===== config.mk =====
export PLATFORM = sky130hd
export DESIGN_NAME = fetch_stage_flat
export DESIGN_NICKNAME = d
export VERILOG_FILES = /design/src/rtl/fetch_if.sv /design/src/rtl/fetch_stage.sv /design/src/flat_wrapper.sv
export SDC_FILE = /design/constraint.sdc
export NUM_CORES = 1
export LEC_CHECK = 0
export BUFFER_PORTS_ARGS = -buffer_cell sky130_fd_sc_hd__buf_2
export CELL_PAD_IN_SITES_DETAIL_PLACEMENT = 1
export CELL_PAD_IN_SITES_GLOBAL_PLACEMENT = 1
export CORE_MARGIN = 2
export CORE_UTILIZATION = 30
export CTS_CLUSTER_DIAMETER = 120
export CTS_CLUSTER_SIZE = 30
export DETAILED_ROUTE_END_ITERATION = 7
export PLACE_DENSITY = 0.74
export SYNTH_ARGS = -nofsm -noshare
export SYNTH_HDL_FRONTEND = slang
export SYNTH_SLANG_ARGS = --single-unit

===== constraint.sdc =====
create_clock -name clk -period 2.1 [get_ports clk]
set_input_delay 0.21 -clock clk [delete_from_list [all_inputs] [get_ports clk]]
set_output_delay 0.21 -clock clk [all_outputs]
set_load 0.01 [all_outputs]

===== src/rtl/fetch_if.sv =====
// Bundle between the fetch stage and its surroundings: hazard/branch control in,
// instruction-memory address/data, and the IF/ID pipeline register out.
interface fetch_if;
    logic        freeze;
    logic        branch_taken;
    logic [31:0] branch_addr;
    logic [31:0] inst_addr;
    logic [31:0] instruction;
    logic [31:0] pc_out;
    logic [31:0] inst_out;
    logic        valid_out;
    logic [31:0] fetch_count;
    logic [31:0] flush_count;

    modport master (
        output freeze,
        output branch_taken,
        output branch_addr,
        input  inst_addr,
        output instruction,
        input  pc_out,
        input  inst_out,
        input  valid_out,
        input  fetch_count,
        input  flush_count
    );

    modport slave (
        input  freeze,
        input  branch_taken,
        input  branch_addr,
        output inst_addr,
        input  instruction,
        output pc_out,
        output inst_out,
        output valid_out,
        output fetch_count,
        output flush_count
    );
endinterface


===== src/rtl/fetch_stage.sv =====
// ARM instruction-fetch stage: PC register, instruction-memory addressing and the IF/ID register.
// Optional macro FETCH_STATS_EN adds fetch/flush statistics counters (tied to 0 otherwise).
module fetch_stage #(
    parameter logic [31:0] RESET_PC = 32'h0000_0000,
    parameter logic [31:0] NOP_WORD = 32'hE000_0000
) (
    input  logic     clk,
    input  logic     rst,
    fetch_if.slave   bus
);

    typedef enum logic [1:0] {
        ST_RUN      = 2'd0,
        ST_FROZEN   = 2'd1,
        ST_REDIRECT = 2'd2
    } st_e;

    typedef enum logic [1:0] {
        IFID_HOLD   = 2'd0,
        IFID_LOAD   = 2'd1,
        IFID_BUBBLE = 2'd2
    } ifid_sel_e;

    st_e         st_r;
    st_e         st_nxt_s;
    ifid_sel_e   ifid_sel_s;

    logic [31:0] pc_r;
    logic [31:0] pc_nxt_s;
    logic [31:0] pc_inc_s;
    logic [31:0] pc_tgt_s;
    logic [31:0] pc_out_r;
    logic [31:0] inst_out_r;
    logic        valid_r;

    assign pc_inc_s      = pc_r + 32'd4;
    assign pc_tgt_s      = bus.branch_addr & 32'hFFFF_FFFC;
    assign bus.inst_addr = {2'b00, pc_r[31:2]};
    assign bus.pc_out    = pc_out_r;
    assign bus.inst_out  = inst_out_r;
    assign bus.valid_out = valid_r;

    // FSM state register
    always_ff @(posedge clk) begin
        if (rst) begin
            st_r <= ST_RUN;
        end else begin
            st_r <= st_nxt_s;
        end
    end

    // FSM next state: a branch always wins, then freeze, else normal fetch
    always_comb begin
        st_nxt_s = ST_RUN;
        if (bus.branch_taken) begin
            st_nxt_s = ST_REDIRECT;
        end else if (bus.freeze) begin
            st_nxt_s = ST_FROZEN;
        end else begin
            st_nxt_s = ST_RUN;
        end
    end

    // FSM outputs: PC source and IF/ID action
    always_comb begin
        pc_nxt_s   = pc_r;
        ifid_sel_s = IFID_HOLD;
        if (bus.branch_taken) begin
            pc_nxt_s   = pc_tgt_s;
            ifid_sel_s = IFID_BUBBLE;
        end else if (bus.freeze) begin
            pc_nxt_s   = pc_r;
            // A freeze during redirect must keep the bubble; rewrite it rather than trust the hold.
            ifid_sel_s = (st_r == ST_REDIRECT) ? IFID_BUBBLE : IFID_HOLD;
        end else begin
            pc_nxt_s   = pc_inc_s;
            ifid_sel_s = IFID_LOAD;
        end
    end

    // PC and IF/ID pipeline register
    always_ff @(posedge clk) begin
        if (rst) begin
            pc_r       <= RESET_PC;
            inst_out_r <= NOP_WORD;
            pc_out_r   <= 32'd0;
            valid_r    <= 1'b0;
        end else begin
            pc_r <= pc_nxt_s;
            case (ifid_sel_s)
                IFID_LOAD: begin
                    inst_out_r <= bus.instruction;
                    pc_out_r   <= pc_inc_s;
                    valid_r    <= 1'b1;
                end
                IFID_BUBBLE: begin
                    inst_out_r <= NOP_WORD;
                    pc_out_r   <= 32'd0;
                    valid_r    <= 1'b0;
                end
                default: begin
                    inst_out_r <= inst_out_r;
                    pc_out_r   <= pc_out_r;
                    valid_r    <= valid_r;
                end
            endcase
        end
    end

`ifdef FETCH_STATS_EN
    logic [31:0] fetch_cnt_r;
    logic [31:0] flush_cnt_r;

    // Free-running statistics counters, wrapping modulo 2^32
    always_ff @(posedge clk) begin
        if (rst) begin
            fetch_cnt_r <= 32'd0;
            flush_cnt_r <= 32'd0;
        end else begin
            if (ifid_sel_s == IFID_LOAD) begin
                fetch_cnt_r <= fetch_cnt_r + 32'd1;
            end else begin
                fetch_cnt_r <= fetch_cnt_r;
            end
            if (bus.branch_taken) begin
                flush_cnt_r <= flush_cnt_r + 32'd1;
            end else begin
                flush_cnt_r <= flush_cnt_r;
            end
        end
    end

    assign bus.fetch_count = fetch_cnt_r;
    assign bus.flush_count = flush_cnt_r;
`else
    assign bus.fetch_count = 32'd0;
    assign bus.flush_count = 32'd0;
`endif

endmodule


===== src/flat_wrapper.sv =====
// flat-port wrapper written by rule: the top's interface ports become plain ports
module fetch_stage_flat 
#(
    parameter logic [31:0] RESET_PC = 32'h0000_0000,
    parameter logic [31:0] NOP_WORD = 32'hE000_0000
)
  (clk, rst, bus_freeze, bus_branch_taken, bus_branch_addr, bus_inst_addr, bus_instruction, bus_pc_out, bus_inst_out, bus_valid_out, bus_fetch_count, bus_flush_count);
  fetch_if bus_i ();
  input  logic clk;
  input  logic rst;
  input wire logic [$bits(bus_i.freeze)-1:0] bus_freeze;
  input wire logic [$bits(bus_i.branch_taken)-1:0] bus_branch_taken;
  input wire logic [$bits(bus_i.branch_addr)-1:0] bus_branch_addr;
  output wire logic [$bits(bus_i.inst_addr)-1:0] bus_inst_addr;
  input wire logic [$bits(bus_i.instruction)-1:0] bus_instruction;
  output wire logic [$bits(bus_i.pc_out)-1:0] bus_pc_out;
  output wire logic [$bits(bus_i.inst_out)-1:0] bus_inst_out;
  output wire logic [$bits(bus_i.valid_out)-1:0] bus_valid_out;
  output wire logic [$bits(bus_i.fetch_count)-1:0] bus_fetch_count;
  output wire logic [$bits(bus_i.flush_count)-1:0] bus_flush_count;
  assign bus_i.freeze = bus_freeze;
  assign bus_i.branch_taken = bus_branch_taken;
  assign bus_i.branch_addr = bus_branch_addr;
  assign bus_inst_addr = bus_i.inst_addr;
  assign bus_i.instruction = bus_instruction;
  assign bus_pc_out = bus_i.pc_out;
  assign bus_inst_out = bus_i.inst_out;
  assign bus_valid_out = bus_i.valid_out;
  assign bus_fetch_count = bus_i.fetch_count;
  assign bus_flush_count = bus_i.flush_count;
  fetch_stage #(.RESET_PC(RESET_PC), .NOP_WORD(NOP_WORD)) u_core (.clk(clk), .rst(rst), .bus(bus_i));
endmodule

Word level (Yosys, flattened, before mapping):

Cells that the tools add are included.
W data, S select, Z words.

* $add $sub $neg: 1
* multiply operators: 0
* div/mod/pow operators: 0
* order comparisons: 0
* eq/ne operators: 4
* shifts and indexed selects: 0
* muxes and demuxes: 10
* bitwise gates (word level): 0
* reduce and logical (&&, ||, !) cells: 2

Operators with widths (number)
* $pmux W32 S2: 2
* $mux W32: 2
* $add A32 B3 Y32 const B: 1
* $mux W2: 4
* $eq A2 B2 Y1 const B: 2
* $eq A2 B1 Y1 const B: 1
* $ne A2 B1 Y1 const B: 1
* $pmux W1 S2: 1
* $reduce_bool A2 Y1: 1
* $reduce_or A2 Y1: 1
* $mux W1: 1

* register bits: 99
* latch bits: 0
* RAM bits: 0
* memory bits (read-only): 0
* input bits: 68
* output and inout port bits: 161
* word-level logic and storage cells: 24
* memories: 0

Depth between registers and ports, before layout:

* depth after elaboration: 6
* mapped depth: 11
* gate-level depth less buffers: 7

Least setup slack after synthesis:

OpenSTA, ideal clock, no wires.

* path kind: input port to flip-flop
* start: in bus_branch_taken
* end: reg u_core.inst_out_r[1] (netlist: u_core.bus.inst_out[1])
* setup time: 0.065 ns
* arrival: 2.049 ns
* setup slack: -0.014 ns
* cell stages on the path: 10
* buffers on the path: 5
* path through: inv_1 buf_6 clkbuf_1 o21ai_0 ha_1 clkbuf_1 clkbuf_1 buf_1 a22oi_1 nor2_1

* longest elaborated chain between the ends: 3

RTL lines
* start: declaration: line flat_wrapper.sv:12 `input wire logic [$bits(bus_i.branch_taken)-1:0] bus_branch_taken;`
* $mux W2 (*): line fetch_stage.sv:68 `if (bus.branch_taken) begin`
* $eq A2 B2 Y1 / $eq A2 B1 Y1 (equally long branches): line fetch_stage.sv:90 `case (ifid_sel_s)`
* $pmux W32 S2 / $reduce_bool A2 Y1 (equally long branches)
* end signal: assignment: line fetch_stage.sv:92 `inst_out_r <= bus.instruction;`
* end signal: assignment: line fetch_stage.sv:102 `inst_out_r <= inst_out_r;`
* end: declaration: line fetch_stage.sv:33 `logic [31:0] inst_out_r;`

Every way passes the cells marked *; elsewhere a longest branch is shown, timed or not.
A chain may end at the register's enable or synchronous reset.

Worst setup path after layout:

* start: reg u_core.pc_r[14]
* end: reg u_core.pc_r[30]

* longest elaborated chain between the ends: 3

RTL lines
* start: declaration: line fetch_stage.sv:28 `logic [31:0] pc_r;`
* start signal: assignment: line fetch_stage.sv:89 `pc_r <= pc_nxt_s;`
* $add A32 B3 Y32: line fetch_stage.sv:36 `assign pc_inc_s = pc_r + 32'd4;`
* $mux W32: line fetch_stage.sv:71 `end else if (bus.freeze) begin`
* $mux W32: line fetch_stage.sv:68

No other way between the ends. The select of a mux whose other input is x is not followed.

==> results.txt <==
final WL: 14,000 um
Critical Path Fanout Max: 5
DP HPWL: 10,600 um
reg2reg end: u_core.pc_r[30]
drt wl/cell: 14.8 um
CTS Buffer Depth: 2
nets: 798
layout cells sized above 1: 0.317
area post-placement: 5760 um^2
CP Buf/Inv Count: 0
hold_buf cts: 0
Yosys cell types: 44
total power: 4.50 mW
pre-CTS setup slack: 66.9 ps
drt initial violations: 144
Ys Warns: 0
total core area: 15,800 um^2
largest family of logic cells by synthesized area: simple AND/OR/NAND/NOR gates
Mapped Area: 4820 um^2
required time of the worst setup path: 2360 ps
status: finished, final reports clean
routability congestion estimate: 0.804
hold depth: 3
Int Pwr: 3.24 mW
Synth Area in Simple Gates: 0.212
global-route usage over all layers: 0.164
Post-synth EDFFs: 0
synthesized flop and latch total: 95
ranking of synthesized cells by area: dfxtp_1, buf_4, nor2_1
ys flop type: dfxtp_1
post-synthesis sequential area ratio: 0.395
R2R setup slack: 140 ps
Comb pwr share: 0.161
Net Sw Frac: 0.279
Flop pwr share: 0.440
static leakage: 2.83 nW
cell breakdown of the critical path: nand4_4 -> nor4_4 -> nand4_2 -> or3_1 -> a311oi_1
largest net degree at the start of global routing: 48
crit-path leading delay family: simple AND/OR/NAND/NOR gates
Final Hold Viols: 0
max_slew headroom: 0.643
CP startpoint kind: flop
CP arrival: 2210 ps
Post-synth ARST share: 0
Psw: 1.26 mW
WHS: 89.1 ps
syn avg cell area: 8.65 um^2
First-pass DRT Iterations: 4
Clk pwr share: 0.399
I/O Buffers: 158
worst setup slack after layout: 143 ps
H-tree depth: 3
Die Span Y: 131 um
Total Die Area: 17,100 um^2
mux share of post-synthesis cell area: 0.0104
critical path's largest stage delay: 470 ps
Worst IR Drop VDD: 0.356 mV
vias in the first global route: 4,225
Final period util: 0.932
fin. max-slew vios: 0
Tmin final: 1960 ps
Reg2Reg Depth: 5
fmax: 511 MHz
Synth Area in Adders: 0.00519
Hold EP: u_core.bus.inst_out[26]
first-pass GRT wire length: 21,700 um
drt drc: 0
total CTS buffers: 9
Die X: 131 um
initial antenna violation count: 0
worst r2r src: u_core.pc_r[14]
Skew-Pair Late Insertion Delay: 350 ps
grt ovf: 0
initial core utilization: 0.306
Area Overhead vs Synth: 26.6%
vias per std cell: 4.50
clock-pin slew on the worst setup and hold paths: 70 ps
worst slew pin tran: 536 ps
PD cells: 737 nW/um^2
crit path capture type: flop
Rows: 46
clock sinks: 95
CP Class: reg -> reg
top-area cell type share of the netlist area: 0.395
XOR/XNOR Fraction of Synth Area: 0.0982
routed vias: 4,274
area fraction in compound gates after synthesis: 0.127
Final ANT Viol Nets: 0
clk_skew: 11.7 ps
CTS root buffer: clkbuf_16
setup violators final: 0
fin area: 6100 um^2
cells after synthesis: 557
top cell type by total area after synthesis: dfxtp_1
Max-cap violations: 0
slowest CP cell: dfxtp_1
Worst Hold Class: in -> reg
io pins: 229
min-delay src: bus_instruction[26]
CTS tree: done
## routing by layer
layer / track usage / vias to the layer above / share of wire
li1: - / 2116 / -
met1: 0.205 / 2005 / 0.44
met2: 0.272 / 137 / 0.47
met3: 0.0513 / 16 / 0.074
met4: 0.0463 / 0 / 0.012
met5: 0 / - / 0
## through the flow
stage           util  setup TNS, ps  instances
2_1_floorplan      -              0        624
3_3_place_gp   0.365              0        931
3_5_place_dp   0.365              0        931
4_1_cts        0.386              0        947
5_1_grt        0.387          -1.67        949
6_report       0.387              0        950
## logic make-up (layout without fill, tap and decap cells)
group | after synthesis | after routing
adder cells (fa/ha/maj) | 2 | 2
XOR/XNOR | 54 | 54
AND/OR/NAND/NOR | 196 | 196
AO/OA/AOI/OAI | 93 | 93
buffers and inverters | 111 | 220
multiplexers | 5 | 5
other | 1 | 69
flip-flops | 95 | 95
## area by class of cell
| class | count | area (um^2) |
|---|---|---|
| antenna | 1 | 2.50 |
| clock buffer | 9 | 225 |
| clock inverter | 7 | 95.1 |
| fill | 1999 | 9670 |
| inverter | 3 | 11.3 |
| multi-input combinational | 418 | 2440 |
| sequential | 95 | 1900 |
| tap | 216 | 270 |
| timing repair buffer | 201 | 1150 |
## flip-flops by register name, indices dropped and copies added (netlist names)
register / count
u_core.bus.inst_out: 32
u_core.bus.pc_out: 30
u_core.bus.valid_out: 1
u_core.pc_r: 30
u_core.st_r: 2
## timing repair
item	CTS	global route
setup buffers	0	2
setup endpoints to repair	0	1
gates resized for setup	0	0
## synthesized netlist by cell type, drive strengths merged, types with 14 or more instances
library cell	count
nor2	76
clkbuf	26
xnor2	22
a211oi	16
dfxtp	95
xor2	32
nand4	19
nand3	14
a22oi	36
o21ai	25
nand2	46
buf	82
## placed cells by master, fill, tap and decap left out, types with 2 or more instances in the layout
| cell | synthesis | routed |
|---|---|---|
| buf_2 | 6 | 158 |
| dfxtp_1 | 95 | 95 |
| nor2_1 | 76 | 75 |
| conb_1 | 1 | 68 |
| nand2_1 | 46 | 46 |
| buf_4 | 70 | 40 |
| a22oi_1 | 36 | 36 |
| xor2_1 | 32 | 32 |
| o21ai_0 | 25 | 25 |
| xnor2_1 | 22 | 22 |
| a211oi_1 | 16 | 16 |
| nand4_1 | 15 | 15 |
| nand3_1 | 12 | 12 |
| a21oi_1 | 9 | 9 |
| clkbuf_16 | 0 | 9 |
| and3_1 | 6 | 6 |
| and4_1 | 5 | 5 |
| nor3_1 | 5 | 5 |
| mux2i_1 | 5 | 5 |
| or3_1 | 4 | 4 |
| inv_1 | 3 | 3 |
| a311oi_1 | 3 | 3 |
| o22ai_1 | 3 | 3 |
| nand2b_1 | 3 | 3 |
| buf_12 | 0 | 3 |
| nand4_2 | 2 | 2 |
| nand4_4 | 2 | 2 |
| nor4_4 | 2 | 2 |
| and2_1 | 2 | 2 |
| nand3_2 | 2 | 2 |
| nor3b_1 | 2 | 2 |
| nor4_1 | 2 | 2 |
| nand4b_1 | 2 | 2 |
| or2_2 | 2 | 2 |
| ha_1 | 2 | 2 |
| bufinv_16 | 0 | 2 |
| clkinv_2 | 0 | 2 |
## power groups by stage
stage | registers, mW | clock network, mW | logic (mW)
after detailed placement | 2.02 | 0 | 0.730
after global placement | 2.02 | 0 | 0.720
after CTS | 1.98 | 1.85 | 0.733
final | 1.98 | 1.79 | 0.723
after global routing | 1.99 | 1.93 | 0.800
after floorplan | 2.07 | 0 | 0.455
## how the worst max path moves through the flow
stage	cells past startpoint	slack, ps	endpoint	from
6_report	5	140	u_core.pc_r[30]	u_core.pc_r[14]
3_3_place_gp	6	150	u_core.pc_r[30]	u_core.pc_r[2]
4_1_cts	6	60	u_core.pc_r[30]	u_core.pc_r[2]
3_5_place_dp	6	70	u_core.pc_r[30]	u_core.pc_r[2]
2_1_floorplan	6	20	u_core.pc_r[30]	u_core.pc_r[2]
5_1_grt	6	-2	u_core.pc_r[30]	u_core.pc_r[2]
## worst min-delay path: stages
cell,delay [ps]
buf_2,80
a22oi_1,50
nor2_1,70
Note: power is estimated with default switching activity, not from simulation.
